--- src/rtl/mean_filter_mc.sv ---
// Streaming N x N box-mean filter over CHANNELS packed samples, AXI4-Stream in/out, 3-stage pipeline.
// Define MF_ROUND_EN to round the mean half-up; left undefined the mean is truncated.
module mean_filter_mc #(
  parameter int DATA_WIDTH   = 8,
  parameter int CHANNELS     = 1,
  parameter int WINDOW_SIZE  = 3,
  parameter int FRAME_WIDTH  = 20,
  parameter int FRAME_HEIGHT = 20
) (
  input  logic                           clk,
  input  logic                           rst,
  input  logic [DATA_WIDTH*CHANNELS-1:0] s_axis_tdata,
  input  logic                           s_axis_tvalid,
  input  logic                           s_axis_tlast,
  input  logic                           s_axis_tuser,
  output logic                           s_axis_tready,
  output logic [DATA_WIDTH*CHANNELS-1:0] m_axis_tdata,
  output logic                           m_axis_tvalid,
  output logic                           m_axis_tlast,
  output logic                           m_axis_tuser,
  input  logic                           m_axis_tready,
  output logic                           frame_err
);

  localparam int N  = WINDOW_SIZE;
  localparam int NN = N * N;
  localparam int PW = DATA_WIDTH * CHANNELS;
  localparam int SW = DATA_WIDTH + $clog2(NN);
  localparam int CW = $clog2(FRAME_WIDTH);
  localparam int RW = $clog2(FRAME_HEIGHT);
`ifdef MF_ROUND_EN
  localparam int RND = NN / 2;
`else
  localparam int RND = 0;
`endif
  localparam logic [SW:0] RND_W = (SW+1)'(RND);
  localparam logic [SW:0] DIV_W = (SW+1)'(NN);
  localparam logic [SW:0] MAX_W = (SW+1)'((2 ** DATA_WIDTH) - 1);

  if (!(N == 3 || N == 5 || N == 7)) begin : g_bad_window
    $error("mean_filter_mc: WINDOW_SIZE must be 3, 5 or 7");
  end
  if (FRAME_WIDTH < N || FRAME_HEIGHT < N) begin : g_bad_frame
    $error("mean_filter_mc: frame must be at least WINDOW_SIZE in each dimension");
  end

  logic          ce;
  logic          acc;
  logic [CW-1:0] col_q, col_d, cur_col;
  logic [RW-1:0] row_q, row_d, cur_row;
  logic          line_end;
  logic          frame_err_q, frame_err_d;

  logic [PW-1:0] lb      [N-1][FRAME_WIDTH];
  logic [PW-1:0] col_vec [N];
  logic [PW-1:0] win_q   [N][N];
  logic [PW-1:0] win_d   [N][N];

  logic          s1_valid_q, s1_valid_d, s1_user_q, s1_user_d, s1_last_q, s1_last_d;
  logic          s2_valid_q, s2_valid_d, s2_user_q, s2_user_d, s2_last_q, s2_last_d;
  logic [SW-1:0] tree_sum [CHANNELS];
  logic [SW-1:0] sum_q    [CHANNELS];
  logic [SW-1:0] sum_d    [CHANNELS];

  logic [SW:0]   rounded  [CHANNELS];
  logic [SW:0]   quot     [CHANNELS];
  logic [PW-1:0] mean_pk;
  logic          m_valid_q, m_valid_d, m_user_q, m_user_d, m_last_q, m_last_d;
  logic [PW-1:0] m_data_q, m_data_d;

  assign ce            = m_axis_tready | ~m_valid_q;
  assign s_axis_tready = ce & ~rst;
  assign acc           = s_axis_tvalid & s_axis_tready;

  // A start-of-frame pixel is always treated as (0,0), whatever the counters say.
  assign cur_col  = s_axis_tuser ? '0 : col_q;
  assign cur_row  = s_axis_tuser ? '0 : row_q;
  assign line_end = (cur_col == CW'(FRAME_WIDTH - 1));

  always_comb begin
    col_d       = col_q;
    row_d       = row_q;
    frame_err_d = acc & (s_axis_tlast != line_end);
    if (acc) begin
      if (line_end) begin
        col_d = '0;
        row_d = (cur_row == RW'(FRAME_HEIGHT - 1)) ? '0 : cur_row + RW'(1);
      end else begin
        col_d = cur_col + CW'(1);
        row_d = cur_row;
      end
    end
  end

  // Column entering the window: new pixel on top, older lines below it.
  always_comb begin
    col_vec[0] = s_axis_tdata;
    for (int k = 1; k < N; k++) begin
      col_vec[k] = lb[k-1][cur_col];
    end
  end

  always_ff @(posedge clk) begin
    if (acc) begin
      for (int k = 0; k < N - 1; k++) begin
        lb[k][cur_col] <= col_vec[k];
      end
    end
  end

  always_comb begin
    win_d = win_q;
    if (acc) begin
      for (int i = 0; i < N; i++) begin
        for (int j = 0; j < N - 1; j++) begin
          win_d[i][j] = win_q[i][j+1];
        end
        win_d[i][N-1] = col_vec[i];
      end
    end
  end

  always_ff @(posedge clk) begin
    win_q <= win_d;
  end

  always_comb begin
    s1_valid_d = s1_valid_q;
    s1_user_d  = s1_user_q;
    s1_last_d  = s1_last_q;
    if (ce) begin
      s1_valid_d = acc & (cur_row >= RW'(N - 1)) & (cur_col >= CW'(N - 1));
      s1_user_d  = (cur_row == RW'(N - 1)) & (cur_col == CW'(N - 1));
      s1_last_d  = line_end;
    end
  end

  always_comb begin
    for (int ch = 0; ch < CHANNELS; ch++) begin
      tree_sum[ch] = '0;
      for (int i = 0; i < N; i++) begin
        for (int j = 0; j < N; j++) begin
          tree_sum[ch] = tree_sum[ch] + SW'(win_q[i][j][ch*DATA_WIDTH +: DATA_WIDTH]);
        end
      end
    end
  end

  always_comb begin
    s2_valid_d = s2_valid_q;
    s2_user_d  = s2_user_q;
    s2_last_d  = s2_last_q;
    sum_d      = sum_q;
    if (ce) begin
      s2_valid_d = s1_valid_q;
      s2_user_d  = s1_user_q;
      s2_last_d  = s1_last_q;
      sum_d      = tree_sum;
    end
  end

  // Divide by the window area; the clamp only matters for impossible sums.
  always_comb begin
    mean_pk = '0;
    for (int ch = 0; ch < CHANNELS; ch++) begin
      rounded[ch] = {1'b0, sum_q[ch]} + RND_W;
      quot[ch]    = rounded[ch] / DIV_W;
      mean_pk[ch*DATA_WIDTH +: DATA_WIDTH] =
        (quot[ch] > MAX_W) ? {DATA_WIDTH{1'b1}} : quot[ch][DATA_WIDTH-1:0];
    end
  end

  always_comb begin
    m_valid_d = m_valid_q;
    m_data_d  = m_data_q;
    m_user_d  = m_user_q;
    m_last_d  = m_last_q;
    if (ce) begin
      m_valid_d = s2_valid_q;
      if (s2_valid_q) begin
        m_data_d = mean_pk;
        m_user_d = s2_user_q;
        m_last_d = s2_last_q;
      end
    end
  end

  always_ff @(posedge clk) begin
    sum_q <= sum_d;
  end

  always_ff @(posedge clk) begin
    if (rst) begin
      col_q       <= '0;
      row_q       <= '0;
      frame_err_q <= 1'b0;
      s1_valid_q  <= 1'b0;
      s1_user_q   <= 1'b0;
      s1_last_q   <= 1'b0;
      s2_valid_q  <= 1'b0;
      s2_user_q   <= 1'b0;
      s2_last_q   <= 1'b0;
      m_valid_q   <= 1'b0;
      m_data_q    <= '0;
      m_user_q    <= 1'b0;
      m_last_q    <= 1'b0;
    end else begin
      col_q       <= col_d;
      row_q       <= row_d;
      frame_err_q <= frame_err_d;
      s1_valid_q  <= s1_valid_d;
      s1_user_q   <= s1_user_d;
      s1_last_q   <= s1_last_d;
      s2_valid_q  <= s2_valid_d;
      s2_user_q   <= s2_user_d;
      s2_last_q   <= s2_last_d;
      m_valid_q   <= m_valid_d;
      m_data_q    <= m_data_d;
      m_user_q    <= m_user_d;
      m_last_q    <= m_last_d;
    end
  end

  assign m_axis_tvalid = m_valid_q;
  assign m_axis_tdata  = m_data_q;
  assign m_axis_tuser  = m_user_q;
  assign m_axis_tlast  = m_last_q;
  assign frame_err     = frame_err_q;

endmodule
--- config.mk ---
export PLATFORM = sky130hd
export DESIGN_NAME = mean_filter_mc
export DESIGN_NICKNAME = d
export VERILOG_FILES = /design/src/rtl/mean_filter_mc.sv
export SDC_FILE = /design/constraint.sdc
export NUM_CORES = 1
export LEC_CHECK = 0
export ABC_CLOCK_PERIOD_IN_PS = 8070
export CAP_MARGIN = 20
export CORE_MARGIN = 10
export CORE_UTILIZATION = 60
export DETAILED_ROUTE_END_ITERATION = 12
export PLACE_DENSITY_LB_ADDON = 0.1
export SLEW_MARGIN = 40
export SYNTH_ARGS = -nofsm -noshare
export SYNTH_HDL_FRONTEND = slang
export SYNTH_SLANG_ARGS = --single-unit
--- constraint.sdc ---
create_clock -name clk -period 8.07 [get_ports clk]
set_input_delay 1.2105 -clock clk [delete_from_list [all_inputs] [get_ports clk]]
set_output_delay 1.2105 -clock clk [all_outputs]
set_load 0.02 [all_outputs]
==> results.md <==
- Status: completed
- Number of enable flip-flop cells after synthesis: 404
- DRC viols: 0
- Fin crit share: 64.9%
- Worst-skew pair later-pin latency: 550 ps
- Lkg Pwr: 6.98 nW
- Register area share after synthesis: 66.5%
- Yosys top cell area share: 63.5%
- Mapped Nets: 1373
- ANT cells: 0
- Critical path's most frequent cell: o22ai_1
- Worst-path clk slew: 60 ps
- Die height: 198 um
- Largest cells by area after synthesis: edfxtp_1 64%, fa_1 5.7%, a211oi_1 4.0%, mux2i_1 3.4%, dfxtp_1 2.9%
- Core area: 31500 um^2
- Multiplexer share of the synthesized area: 5.53%
- CP max stage delay: 640 ps
- Period minus WS final: 5230 ps
- GRT overflow: 0
- Total CTS buffers: 45
- Adder-Cell Fraction of Synth Area: 7.04%
- YS warnings: 0
- Pre-Repair DR Iteration Count: 8
- Async SR Flop Fraction: 0%
- Synth Area in XOR/XNOR: 0.413%
- Reg2reg start: sum_q[9]
- R2R cell count: 18
- Cell variety after synth: 80
- Mapped Cells: 1284
- R2R setup slack: 2840 ps
- IO buf count: 26
- Initial Util: 60.7%
- Max Clk Rate: 0.191 GHz
- Count leader, synth: edfxtp_1
- Number of synthesized register bits: 432
- TNS Setup: 0 ps
- Slew @ Worst Pin: 825 ps
- Total number of vias: 10934
- Via-per-instance ratio: 6.26
- Placer congestion estimate: 0.911
- Largest family of logic cells by synthesized area: compound AO/OA/AOI/OAI gates
- Placed Instance Area: 19900 um^2
- Io pins: 27
- Number of global-route vias before repair: 10923
- Hold endpoint: win_q[41]
- Finished Cell Area: 21400 um^2
- Post-Route WL: 40.9 mm
- Critical R2R Capture: m_axis_tdata[0]
- Slew margin rel.: 45.0%
- GR Util All Layers: 21.3%
- First-pass GRT wire length: 63.9 mm
- Fillcell total: 2136
- CP arrival: 5660 ps
- Setup Skew: 20.5 ps
- CTS Sinks: 432
- Yosys top cell by area: edfxtp_1
- Mean Syn Cell Area: 14.9 um^2
- CTS root buffer: clkbuf_16
- P&R area growth vs syn: 11.9%
- Compound-Gate Fraction of Synth Area: 11.0%
- Hold Vio Cnt, Final: 0
- Mapped cell area: 19100 um^2
- Slowest CP cell: edfxtp_1
- Area occupied by multi-input gates: 6060 um^2
- Worst vdd ir: 204 uV
- CP cell instances: nor2b_1 > o22ai_1 > a2111oi_1 > mux2i_1 > o311ai_1 > o2111a_1 > a22oi_4 > o21a_1 > o22ai_1 > ha_1 > inv_1 > nand2_1 > a21o_1 > o211ai_1 > a2bb2oi_1 > o221ai_1 > a311oi_1 > a211oi_1
- Final setup viols: 0
- Most frequent cells after synthesis: 404 x edfxtp_1, 101 x a211oi_1, 65 x mux2i_1
- CTS resizes: 0
- P per Cell Area: 308 nW/um^2
- Predominant post-synthesis flop cell: edfxtp_1
- Antenna violations before repair: 1
- Post-synthesis simple-gate area fraction: 7.23%
- Worst Setup End Kind: flip-flop
- Hold Path Stages: 0
- Clk buf depth: 3
- Wire per inst: 23.4 um
- Crit-path max FO: 21
- Row count: 65
- H-tree levels: 2
- Critical path origin: sum_q[9]
- Post-layout nets: 1403
- Share of post-route cells with drive strength above 1: 11.7%
- Hold slack: 446 ps
- Hold Crit Start: win_q[33]
- Crit Path Category: flip-flop to flip-flop
- Register area: 12700 um^2
- Die area: 39400 um^2
- Postcts setup bufs: 0
- Worst min path class: flip-flop to flip-flop
- RSZ-0062 raised after global routing: no
- Starting DRC count in detailed routing: 823
- Critical Path Start Type: flip-flop
- Hold buffer count at cts: 0
- Post-DP HPWL: 25.4 mm
- Die Span X: 198 um
- Final Util: 67.9%
- Antenna violation net count after detailed routing: 0
- CTS tree: done
- Largest net degree at the start of global routing: 73
- Fin. max-slew vios: 0
- Critical Path RT: 8500 ps
- Max-cap violation count: 0
[routing by layer]
metal	wire [um]	vias up	global-route usage [%]	share of wire [%]
li1	-	5016	-	-
met1	16700	5478	28.2	41
met2	20800	374	36.2	51
met3	2580	66	2.97	6.3
met4	827	0	5.64	2.0
met5	0	-	0	0
[cell usage in the layout (no fill, tap or decap), types with 21 or more instances in the layout]
cell / count
a211oi_1: 101
a21oi_1: 49
buf_4: 26
clkbuf_16: 46
clkdlybuf4s50_1: 22
dfxtp_1: 27
edfxtp_1: 404
fa_1: 54
ha_1: 21
inv_1: 44
mux2i_1: 65
nand2_1: 60
nor2_1: 54
nor2b_1: 58
nor3_1: 33
o21ai_0: 41
[sequential cells by signal (all words and copies together) (netlist names)]
signal / count
m_axis_tuser: 1
s2_last_q: 1
frame_err: 1
s1_last_q: 1
win_q: 72
col_q: 5
s2_valid_q: 1
m_axis_tdata: 8
row_q: 5
m_axis_tlast: 1
m_axis_tvalid: 1
s1_valid_q: 1
sum_q: 12
s2_user_q: 1
s1_user_q: 1
lb: 320
[kinds of logic (layout without fill, tap and decap cells)]
group           after synthesis  in the layout
fa+ha+maj                    75             75
buf+inv                     117            179
xor+xnor                      9              9
simple gates                270            270
flops                       432            432
mux                          85             85
compound gates              296            296
[through the flow]
| step | worst slack (ps) | instances | power [mW] |
|---|---|---|---|
| after CTS | 2910 | 1748 | 6.60 |
| after global routing | 2410 | 1748 | 6.94 |
| final | 2840 | 1748 | 6.58 |
| after floorplan | 2380 | 1284 | 4.14 |
| after global placement | 3050 | 1669 | 4.51 |
| after detailed placement | 2930 | 1669 | 4.54 |
[worst max-delay path: cells and delay by family (launching register included)]
kind                     cells  cell delay (ps)
AND/OR/NAND/NOR              2              520
flip-flops                   1              640
AO/OA/AOI/OAI               13             3060
multiplexers                 1              580
buffers and inverters        1               90
adder cells (fa/ha/maj)      1              230
[final cells by class]
| type | instances | area share [%] |
|---|---|---|
| Sequential cell | 432 | 59.4 |
| Multi-Input combinational cell | 735 | 28.4 |
| Clock buffer | 55 | 5.55 |
| Tap cell | 402 | 2.36 |
| Timing Repair Buffer | 53 | 2.09 |
| Clock inverter | 24 | 1.37 |
| Inverter | 47 | 0.832 |
[worst max-delay path by stage]
stage          slack, ps              end
2_1_floorplan       2380       lb[0][104]
3_3_place_gp        3050  m_axis_tdata[0]
3_5_place_dp        2930  m_axis_tdata[0]
4_1_cts             2910  m_axis_tdata[0]
5_1_grt             2410  m_axis_tdata[0]
6_report            2840  m_axis_tdata[0]
[power breakdown]
part	switching, mW	internal [mW]	total (mW)
combinational	1.10	0.745	1.85
clock	0.823	1.24	2.06
sequential	0.108	2.56	2.67
total	2.03	4.54	6.58
(Power assumes the default switching activity.)
